## src/rtl/cpu6_pipelinereg_hs_pkg.sv

```systemverilog
// Shared constants for the CPU6 handshaked pipeline register: the MEM/WB
// payload layout (widths and field offsets) and the occupancy encodings.
package cpu6_pipelinereg_hs_pkg;

    localparam int CPU6_XLEN        = 32;
    localparam int CPU6_RFIDX_WIDTH = 5;

    // MEM/WB payload = {regwrite, writereg, rd, empty_pipeline_req}
    localparam int CPU6_MEMWB_W            = CPU6_XLEN + CPU6_RFIDX_WIDTH + 2;
    localparam int CPU6_MEMWB_EPR_LSB      = 0;
    localparam int CPU6_MEMWB_RD_LSB       = CPU6_MEMWB_EPR_LSB + 1;
    localparam int CPU6_MEMWB_WRITEREG_LSB = CPU6_MEMWB_RD_LSB + CPU6_XLEN;
    localparam int CPU6_MEMWB_REGWRITE_LSB = CPU6_MEMWB_WRITEREG_LSB + CPU6_RFIDX_WIDTH;

    // Occupancy of the stage (number of held beats)
    localparam logic [1:0] CNT_EMPTY = 2'd0;
    localparam logic [1:0] CNT_ONE   = 2'd1;
    localparam logic [1:0] CNT_TWO   = 2'd2;

    typedef struct packed {
        logic                        regwrite;
        logic [CPU6_RFIDX_WIDTH-1:0] writereg;
        logic [CPU6_XLEN-1:0]        rd;
        logic                        empty_pipeline_req;
    } memwb_t;

    // Packs the MEM/WB fields so producers and consumers agree on the layout
    function automatic logic [CPU6_MEMWB_W-1:0] memwb_pack(
        input logic                        regwrite,
        input logic [CPU6_RFIDX_WIDTH-1:0] writereg,
        input logic [CPU6_XLEN-1:0]        rd,
        input logic                        epr
    );
        memwb_t p;
        p.regwrite           = regwrite;
        p.writereg           = writereg;
        p.rd                 = rd;
        p.empty_pipeline_req = epr;
        return p;
    endfunction

endpackage

```

## src/rtl/cpu6_pipelinereg_hs_dffre.sv

```systemverilog
// Basic flops for the CPU6 pipeline: cpu6_dffr is a plain register with
// synchronous active-high reset to zero; cpu6_dffre adds a load enable on top.
module cpu6_dffr #(
    parameter int W = 1
) (
    input  logic         clk_i,
    input  logic         rst_i,
    input  logic [W-1:0] d_i,
    output logic [W-1:0] q_o
);
    logic [W-1:0] q_q;

    // Register with synchronous clear
    always_ff @(posedge clk_i) begin
        if (rst_i) q_q <= '0;
        else       q_q <= d_i;
    end

    assign q_o = q_q;
endmodule

module cpu6_dffre #(
    parameter int W = 1
) (
    input  logic         clk_i,
    input  logic         rst_i,
    input  logic         en_i,
    input  logic [W-1:0] d_i,
    output logic [W-1:0] q_o
);
    logic [W-1:0] q_d;

    // Recirculate the held value when not enabled
    assign q_d = en_i ? d_i : q_o;

    cpu6_dffr #(.W(W)) u_dffr (
        .clk_i (clk_i),
        .rst_i (rst_i),
        .d_i   (q_d),
        .q_o   (q_o)
    );
endmodule

```

## src/rtl/cpu6_pipelinereg_hs.sv

```systemverilog
// CPU6 handshaked pipeline register. Carries a packed payload between two
// stages with valid/ready flow control, an optional 2-entry skid buffer and a
// synchronous flush. The main register always holds the oldest beat.
module cpu6_pipelinereg_hs
    import cpu6_pipelinereg_hs_pkg::*;
#(
    parameter int DW         = CPU6_MEMWB_W,
    parameter int SKID       = 1,
    parameter int FLUSH_ZERO = 1
) (
    input  logic          clk,
    input  logic          reset,
    input  logic          flush,
    input  logic          in_valid,
    output logic          in_ready,
    input  logic [DW-1:0] in_data,
    output logic          out_valid,
    input  logic          out_ready,
    output logic [DW-1:0] out_data,
    output logic [1:0]    count
);
    logic [1:0]    count_q, count_d;
    logic [DW-1:0] main_q, main_d;
    logic [DW-1:0] skid_q, skid_d;
    logic          main_en, skid_en;
    logic          in_fire, out_fire;

    // A beat shown during a flush cycle is killed and never transfers
    assign out_valid = (count_q != CNT_EMPTY) & ~flush;
    assign out_fire  = out_valid & out_ready;
    assign in_fire   = in_valid & in_ready & ~flush;
    assign out_data  = main_q;
    assign count     = count_q;

    generate
        if (SKID != 0) begin : g_rdy_reg
            logic full_q, full_d;

            // Registered "full" flag keeps in_ready free of any out_ready path
            assign full_d = (count_d == CNT_TWO);

            cpu6_dffre #(.W(1)) u_full (
                .clk_i (clk),
                .rst_i (reset),
                .en_i  (1'b1),
                .d_i   (full_d),
                .q_o   (full_q)
            );

            assign in_ready = ~full_q & ~reset;

            cpu6_dffre #(.W(DW)) u_skid (
                .clk_i (clk),
                .rst_i (reset),
                .en_i  (skid_en),
                .d_i   (skid_d),
                .q_o   (skid_q)
            );
        end else begin : g_rdy_comb
            logic unused_skid;

            // Single entry: accept when empty or when the held beat leaves now
            assign in_ready    = ((count_q == CNT_EMPTY) | out_ready) & ~reset;
            assign skid_q      = '0;
            assign unused_skid = ^{skid_d, skid_en};
        end
    endgenerate

    // Occupancy transitions and storage loads; flush overrides all fire events
    always_comb begin
        count_d = count_q;
        main_d  = main_q;
        main_en = 1'b0;
        skid_d  = skid_q;
        skid_en = 1'b0;
        if (flush) begin
            count_d = CNT_EMPTY;
            if (FLUSH_ZERO != 0) begin
                main_d  = '0;
                main_en = 1'b1;
                skid_d  = '0;
                skid_en = 1'b1;
            end
        end else begin
            case (count_q)
                CNT_EMPTY: begin
                    if (in_fire) begin
                        count_d = CNT_ONE;
                        main_d  = in_data;
                        main_en = 1'b1;
                    end
                end
                CNT_ONE: begin
                    if (in_fire && out_fire) begin
                        main_d  = in_data;
                        main_en = 1'b1;
                    end else if (in_fire && (SKID != 0)) begin
                        count_d = CNT_TWO;
                        skid_d  = in_data;
                        skid_en = 1'b1;
                    end else if (out_fire) begin
                        count_d = CNT_EMPTY;
                    end
                end
                CNT_TWO: begin
                    if (out_fire) begin
                        count_d = CNT_ONE;
                        main_d  = skid_q;
                        main_en = 1'b1;
                    end
                end
                default: count_d = CNT_EMPTY;
            endcase
        end
    end

    cpu6_dffre #(.W(DW)) u_main (
        .clk_i (clk),
        .rst_i (reset),
        .en_i  (main_en),
        .d_i   (main_d),
        .q_o   (main_q)
    );

    cpu6_dffre #(.W(2)) u_count (
        .clk_i (clk),
        .rst_i (reset),
        .en_i  (1'b1),
        .d_i   (count_d),
        .q_o   (count_q)
    );

endmodule
```

## config.mk

```make
export PLATFORM = sky130hd
export DESIGN_NAME = cpu6_pipelinereg_hs
export DESIGN_NICKNAME = d
export VERILOG_FILES = /design/src/rtl/cpu6_pipelinereg_hs_pkg.sv /design/src/rtl/cpu6_pipelinereg_hs_dffre.sv /design/src/rtl/cpu6_pipelinereg_hs.sv
export SDC_FILE = /design/constraint.sdc
export NUM_CORES = 1
export LEC_CHECK = 0
export ABC_AREA = 1
export BUFFER_PORTS_ARGS = -buffer_cell sky130_fd_sc_hd__buf_2
export CELL_PAD_IN_SITES_DETAIL_PLACEMENT = 0
export CELL_PAD_IN_SITES_GLOBAL_PLACEMENT = 2
export CORE_ASPECT_RATIO = 1.25
export CORE_UTILIZATION = 32
export CTS_BUF_LIST = sky130_fd_sc_hd__clkbuf_8 sky130_fd_sc_hd__clkbuf_16
export CTS_CLUSTER_DIAMETER = 150
export DETAILED_ROUTE_END_ITERATION = 12
export GPL_ROUTABILITY_DRIVEN = 0
export HOLD_SLACK_MARGIN = 0.15
export PLACE_DENSITY = 0.82
export SYNTH_ARGS = -nofsm -noshare
export SYNTH_HDL_FRONTEND = slang
export SYNTH_SLANG_ARGS = --single-unit
```

## constraint.sdc

```tcl
create_clock -name clk -period 4.9 [get_ports clk]
set_clock_uncertainty 0.1 [all_clocks]
set_input_delay 0.735 -clock clk [delete_from_list [all_inputs] [get_ports clk]]
set_output_delay 0.735 -clock clk [all_outputs]
set_load 0.005 [all_outputs]
```

### Word level (Yosys, flattened, before mapping)

Index checks and enable logic that the tools add are counted.

* output and inout bits: 43
* memories kept: 0
* bits in registers: 81
* memory bits (writable): 0
* latch bits: 0
* memory bits (read-only): 0
* input bits: 44

* muxes and demuxes: 23
* shift operators: 0
* equal/unequal tests: 7
* add/sub/neg operators: 0
* reductions and logical operators: 8
* bitwise operators: 8
* div/mod/pow operators: 0
* $mul: 0
* $lt $le $gt $ge: 0

Operator list (count)
* $mux W39: 7
* $pmux W39 S3: 1
* $mux W2: 6
* $ne A3 B3 Y1 const B: 3
* $mux W1: 7
* $pmux W2 S3: 1
* $reduce_bool A2 Y1: 3
* $and A1 B1 Y1: 5
* $reduce_and A5 Y1: 1
* $eq A2 B2 Y1 const B: 2
* $reduce_and A4 Y1: 1
* $reduce_bool A4 Y1: 1
* $not A1 Y1: 3
* $pmux W1 S3: 1
* $eq A2 B1 Y1 const B: 1
* $logic_not A2 Y1: 1
* $ne A2 B2 Y1 const B: 1
* $logic_and A1 B1 Y1: 1

### Longest topological paths before layout

* word-level depth: 9
* depth in mapped cells: 12
* gate-level depth less buffers: 11

### Hierarchy

From an unflattened synthesis, not the netlist that was laid out.

* cell total of the unflattened synthesis: 871
* area total of the unflattened synthesis: 5016.1 um2

By module, submodules not included
* cpu6_dffr (g_rdy_reg.u_skid.u_dffr ...): sequential area each 780.7 um2, area an instance 1106.1 um2, instances 2, cells an instance 121
* cpu6_pipelinereg_hs: sequential area each 0.0 um2, area an instance 1696.6 um2, instances 1, cells an instance 357
* cpu6_dffre (g_rdy_reg.u_skid ...): sequential area each 0.0 um2, area an instance 490.5 um2, instances 2, cells an instance 126
* cpu6_dffr (u_count.u_dffr): sequential area each 40.0 um2, area an instance 55.1 um2, instances 1, cells an instance 6
* cpu6_dffr (g_rdy_reg.u_full.u_dffr): sequential area each 20.0 um2, area an instance 30.0 um2, instances 1, cells an instance 3
* cpu6_dffre (u_count): sequential area each 0.0 um2, area an instance 26.3 um2, instances 1, cells an instance 7
* cpu6_dffre (g_rdy_reg.u_full): sequential area each 0.0 um2, area an instance 15.0 um2, instances 1, cells an instance 4

### Least setup slack after synthesis

No wires, ideal clock.

* path kind: input port to flip-flop
* start: input port reset
* end: register u_main.u_dffr.q_q[12], in the netlist u_main.u_dffr.q_o[12]
* library setup time: 0.112 ns
* data required time: 4.688 ns
* arrival time: 1.822 ns
* path slack: 2.866 ns
* stages on the path: 9
* path through: buf_6 -> nor2_8 -> nand2_2 -> o21ai_4 -> nand3_4 -> buf_6 -> buf_6 -> nand3_2 -> nand2_1

* word-level cells in the longest chain between the ends: 9
* elaborated cells on any way between the ends: 12

RTL lines
* start: declaration: line cpu6_pipelinereg_hs.sv:12 `input logic reset,`
* $not A1 Y1 *: line cpu6_pipelinereg_hs.sv:50 `assign in_ready = ~full_q & ~reset;`
* $and A1 B1 Y1 *: line cpu6_pipelinereg_hs.sv:50
* named net in_ready: line cpu6_pipelinereg_hs.sv:15 `output logic in_ready,`
* $and A1 B1 Y1 * (2 in a row): line cpu6_pipelinereg_hs.sv:31 `assign in_fire = in_valid & in_ready & ~flush;`
* $logic_and A1 B1 Y1: line cpu6_pipelinereg_hs.sv:94 `if (in_fire && out_fire) begin`
* $mux W1: line cpu6_pipelinereg_hs.sv:94
* $pmux W1 S3: line cpu6_pipelinereg_hs.sv:85 `case (count_q)`
* $mux W1: line cpu6_pipelinereg_hs.sv:76 `if (flush) begin`
* $reduce_and A5 Y1 (no line) *
* end signal: assignment: line cpu6_pipelinereg_hs_dffre.sv:16 `else q_q <= d_i;`
* end: declaration: line cpu6_pipelinereg_hs_dffre.sv:11 `logic [W-1:0] q_q;`

The timed path passes the listed nets; every way through them passes the cells marked *.
A chain may end at the register's enable or synchronous reset.

### Worst setup path in the final report

* start: register u_count.u_dffr.q_q[0], in the netlist u_count.u_dffr.q_o[0]
* end: register u_main.u_dffr.q_q[6], in the netlist u_main.u_dffr.q_o[6]

* word-level cells in the longest chain between the ends: 8
* elaborated cells on any way between the ends: 18

RTL lines
* start: declaration: line cpu6_pipelinereg_hs_dffre.sv:11
* start signal: assignment: line cpu6_pipelinereg_hs_dffre.sv:16
* $reduce_bool A2 Y1: line cpu6_pipelinereg_hs.sv:29 `assign out_valid = (count_q != CNT_EMPTY) & ~flush;`
* $and A1 B1 Y1: line cpu6_pipelinereg_hs.sv:29
* $and A1 B1 Y1: line cpu6_pipelinereg_hs.sv:30 `assign out_fire = out_valid & out_ready;`
* $logic_and A1 B1 Y1: line cpu6_pipelinereg_hs.sv:94
* $mux W1: line cpu6_pipelinereg_hs.sv:94
* $pmux W1 S3: line cpu6_pipelinereg_hs.sv:85
* $mux W1: line cpu6_pipelinereg_hs.sv:76
* $reduce_and A5 Y1 (no line)

Several ways; a longest one is shown, not always the timed one.

==> out/summary.txt <==
Reg-to-reg critical path startpoint = u_count.u_dffr.q_o[0]
Detailed Routing Iterations Pass 1 = 4
Pleak = 2.003 nW
Worst hold endpoint = u_main.u_dffr.q_o[18]
WHS = 0.3615 ns
Worst hold path class = flip-flop to flip-flop
Most frequent cells in the layout = nand2_1, buf_2, dfxtp_1, o21ai_0, a21oi_1
Critical Path End Type = flip-flop
Cts bufs inserted = 9
Detailed router's first-iteration violation count = 128
Startpoint types = flip-flop
RSZ-0062 raised after global routing = no
Final worst path period share = 61.59%
DRT Wirelength = 9022 um
Worst-case clock buffer depth = 2
Antenna violations before repair = 0
Vias in the first global route = 3040
Hold Crit Start = u_main.u_dffr.q_o[18]
Rows = 42
Post-CTS Resized = 0
Starting Density = 33.27%
Flops & latches, synth = 81
GRT Util Overall = 16.71%
CP required = 5.08 ns
Root buf cell = clkbuf_16
Io pins = 87
CP top delay family = simple AND/OR/NAND/NOR gates
Final worst path period need = 3.018 ns
Vias/cell = 4.741
WS Path Type = flip-flop to flip-flop
Drc violations = 0
Area grow syn2layout = 20.73%
Worst-path fanout max = 40
Gr ovfl total = 0
Worst path cell trace = inv_1 > ha_1 > nor2_4 > nand2_2 > nand2_2 > nand2_2 > nor2_4 > nand3_4 > nor2_4 > nand2_1 > nand2_1
Distinct cells, synth = 25
Outcome = finished clean
Mean Syn Cell Area = 7.590 um^2
Setup WS post-layout = 1.882 ns
# placed instances = 660
Post-CTS setup buffers = 0
Setup-failing EPs final = 0
Final Net Count = 587
Relative slew margins = 18.24%
Global-route wire length before repair = 14680 um
FF-to-FF path depth = 11
Pin slew with the least headroom to its limit = 1.224 ns
Synth Instances = 470
Mapped Nets = 518
TritonCTS clock tree = yes
Final number of hold-violating endpoints = 0
# port buffers = 86
Share of post-route cells with drive strength above 1 = 24.26%
Sequential area share after synthesis = 45.46%
Finished Layout Cells = 676
H-tree levels = 3
Hold_buf cts = 0
Die ar. = 0.01158 mm^2
Worst path max stage delay = 0.81 ns
Clock sinks = 81
FF-to-FF End = u_main.u_dffr.q_o[6]
Post-synthesis cell area = 0.003567 mm^2
Most common cell after layout, fill and taps aside = nand2_1
MaxCap Viol Count = 0
HPWL after DPL = 5846 um
Hold path depth = 2
Pre-CTS setup slack = 1.530 ns
Max Fclk = 331.4 MHz
PwrDens = 316.5 mW/mm^2
Yosys warning count = 0
Clk_lat worst skew = 0.33 ns
# diodes = 0
Worst-path clk slew = 0.06 ns
Drt wl/cell = 13.35 um
Worst VDD drop = 0.1560 mV
Largest net degree at the start of global routing = 76
Die height = 120.0 um
Slowest CP cell = nor2_4
Chip width = 96.44 um
Worst reg2reg setup slack = 1.88 ns
Final antenna-violating net count = 0
Worst EP arrival = 3.19 ns
Setup TNS = 0 ns
WP depth = 11
Final Slew Violations = 0
Core ar. = 0.01072 mm^2
CP bufs+invs = 1
DR vias = 3205
## routing by layer
| layer | vias to the layer above | part of all wire (%) | GRT usage [%] |
|---|---|---|---|
| met3 | 12 | 3.5 | 2.408 |
| li1 | 1683 | - | - |
| met5 | - | 0 | 0 |
| met2 | 63 | 48 | 26.42 |
| met4 | 0 | 1.7 | 7.996 |
| met1 | 1447 | 47 | 22.05 |
## synth_stat cells
master	number	area [um^2]
ha_1	4	50.05
nor2_1	10	37.54
nand3_1	39	195.2
dfxtp_1	81	1622
mux2_2	5	56.30
clkbuf_1	12	45.04
nor2_8	1	20.02
buf_4	3	22.52
o21ai_4	1	16.27
nand3_4	1	17.52
buf_2	7	35.03
buf_1	2	7.510
inv_1	42	157.7
nand3_2	10	100.1
o21ai_0	68	340.3
nor2_4	4	45.04
buf_6	3	33.78
a21boi_0	1	7.510
clkbuf_2	3	15.01
inv_2	1	3.750
nand4_1	8	50.05
nor2_2	2	12.51
a21oi_1	47	235.2
nand2_2	4	25.02
nand2_1	111	416.7
## how the worst max path moves through the flow
stage | from | end | slack (ns)
after floorplan | reset | u_main.u_dffr.q_o[12] | 2.87
after global placement | flush | u_main.u_dffr.q_o[10] | 1.56
after detailed placement | flush | u_main.u_dffr.q_o[4] | 1.53
after CTS | u_count.u_dffr.q_o[0] | u_main.u_dffr.q_o[10] | 1.78
after global routing | u_count.u_dffr.q_o[0] | u_main.u_dffr.q_o[37] | 1.57
final | u_count.u_dffr.q_o[0] | u_main.u_dffr.q_o[6] | 1.88
## power breakdown
part | switching [W] | internal (W) | leakage, nW
sequential | 0.00000231 | 0.000662 | 0.653
combinational | 0.0000514 | 0.0000288 | 1.20
clock | 0.000254 | 0.000364 | 0.148
total | 0.000308 | 0.00106 | 2.00
## state kept, by name (all words and copies together), names as in the netlist
name,count
u_count.u_dffr.q_o,2
g_rdy_reg.u_full.u_dffr.q_o,1
u_main.u_dffr.q_o,39
g_rdy_reg.u_skid.u_dffr.q_o,39
## metrics by stage
step / util (%) / instance area [um^2] / power (W)
3_3_place_gp: 37.61 / 4031 / 0.0007605
3_5_place_dp: 37.61 / 4031 / 0.0007608
6_report: 40.17 / 4307 / 0.001363
2_1_floorplan: - / 3567 / 0.0007264
4_1_cts: 40.17 / 4307 / 0.001382
5_1_grt: 40.17 / 4307 / 0.001418
## cells by family (layout without fill, tap and decap cells)
kind of cell,Yosys count,count (layout),synth area share [%]
multiplexers,5,5,1.578
adder cells (fa/ha/maj),4,4,1.403
AND/OR/NAND/NOR,190,190,25.78
flip-flops,81,81,45.46
AO/OA/AOI/OAI,117,117,16.80
buffers and inverters,73,147,8.979
## layout make-up
type | instances | area (um^2)
fillers | 1149 | 6414
multi-input cells | 316 | 1638
flip-flops and latches | 81 | 1622
repair buffers | 88 | 445.4
clock buffers | 11 | 252.7
well taps | 132 | 165.2
inverters | 43 | 161.4
clock inverters | 5 | 22.52
## worst register-to-register path, stage by stage (launching register included)
cell	delay, ns
dfxtp_1	0.38
inv_1	0.10
ha_1	0.29
nor2_4	0.12
nand2_2	0.11
nand2_2	0.09
nand2_2	0.06
nor2_4	0.19
nand3_4	0.49
nor2_4	0.81
nand2_1	0.14
nand2_1	0.09
No activity file was read; power rests on OpenSTA's default activity.
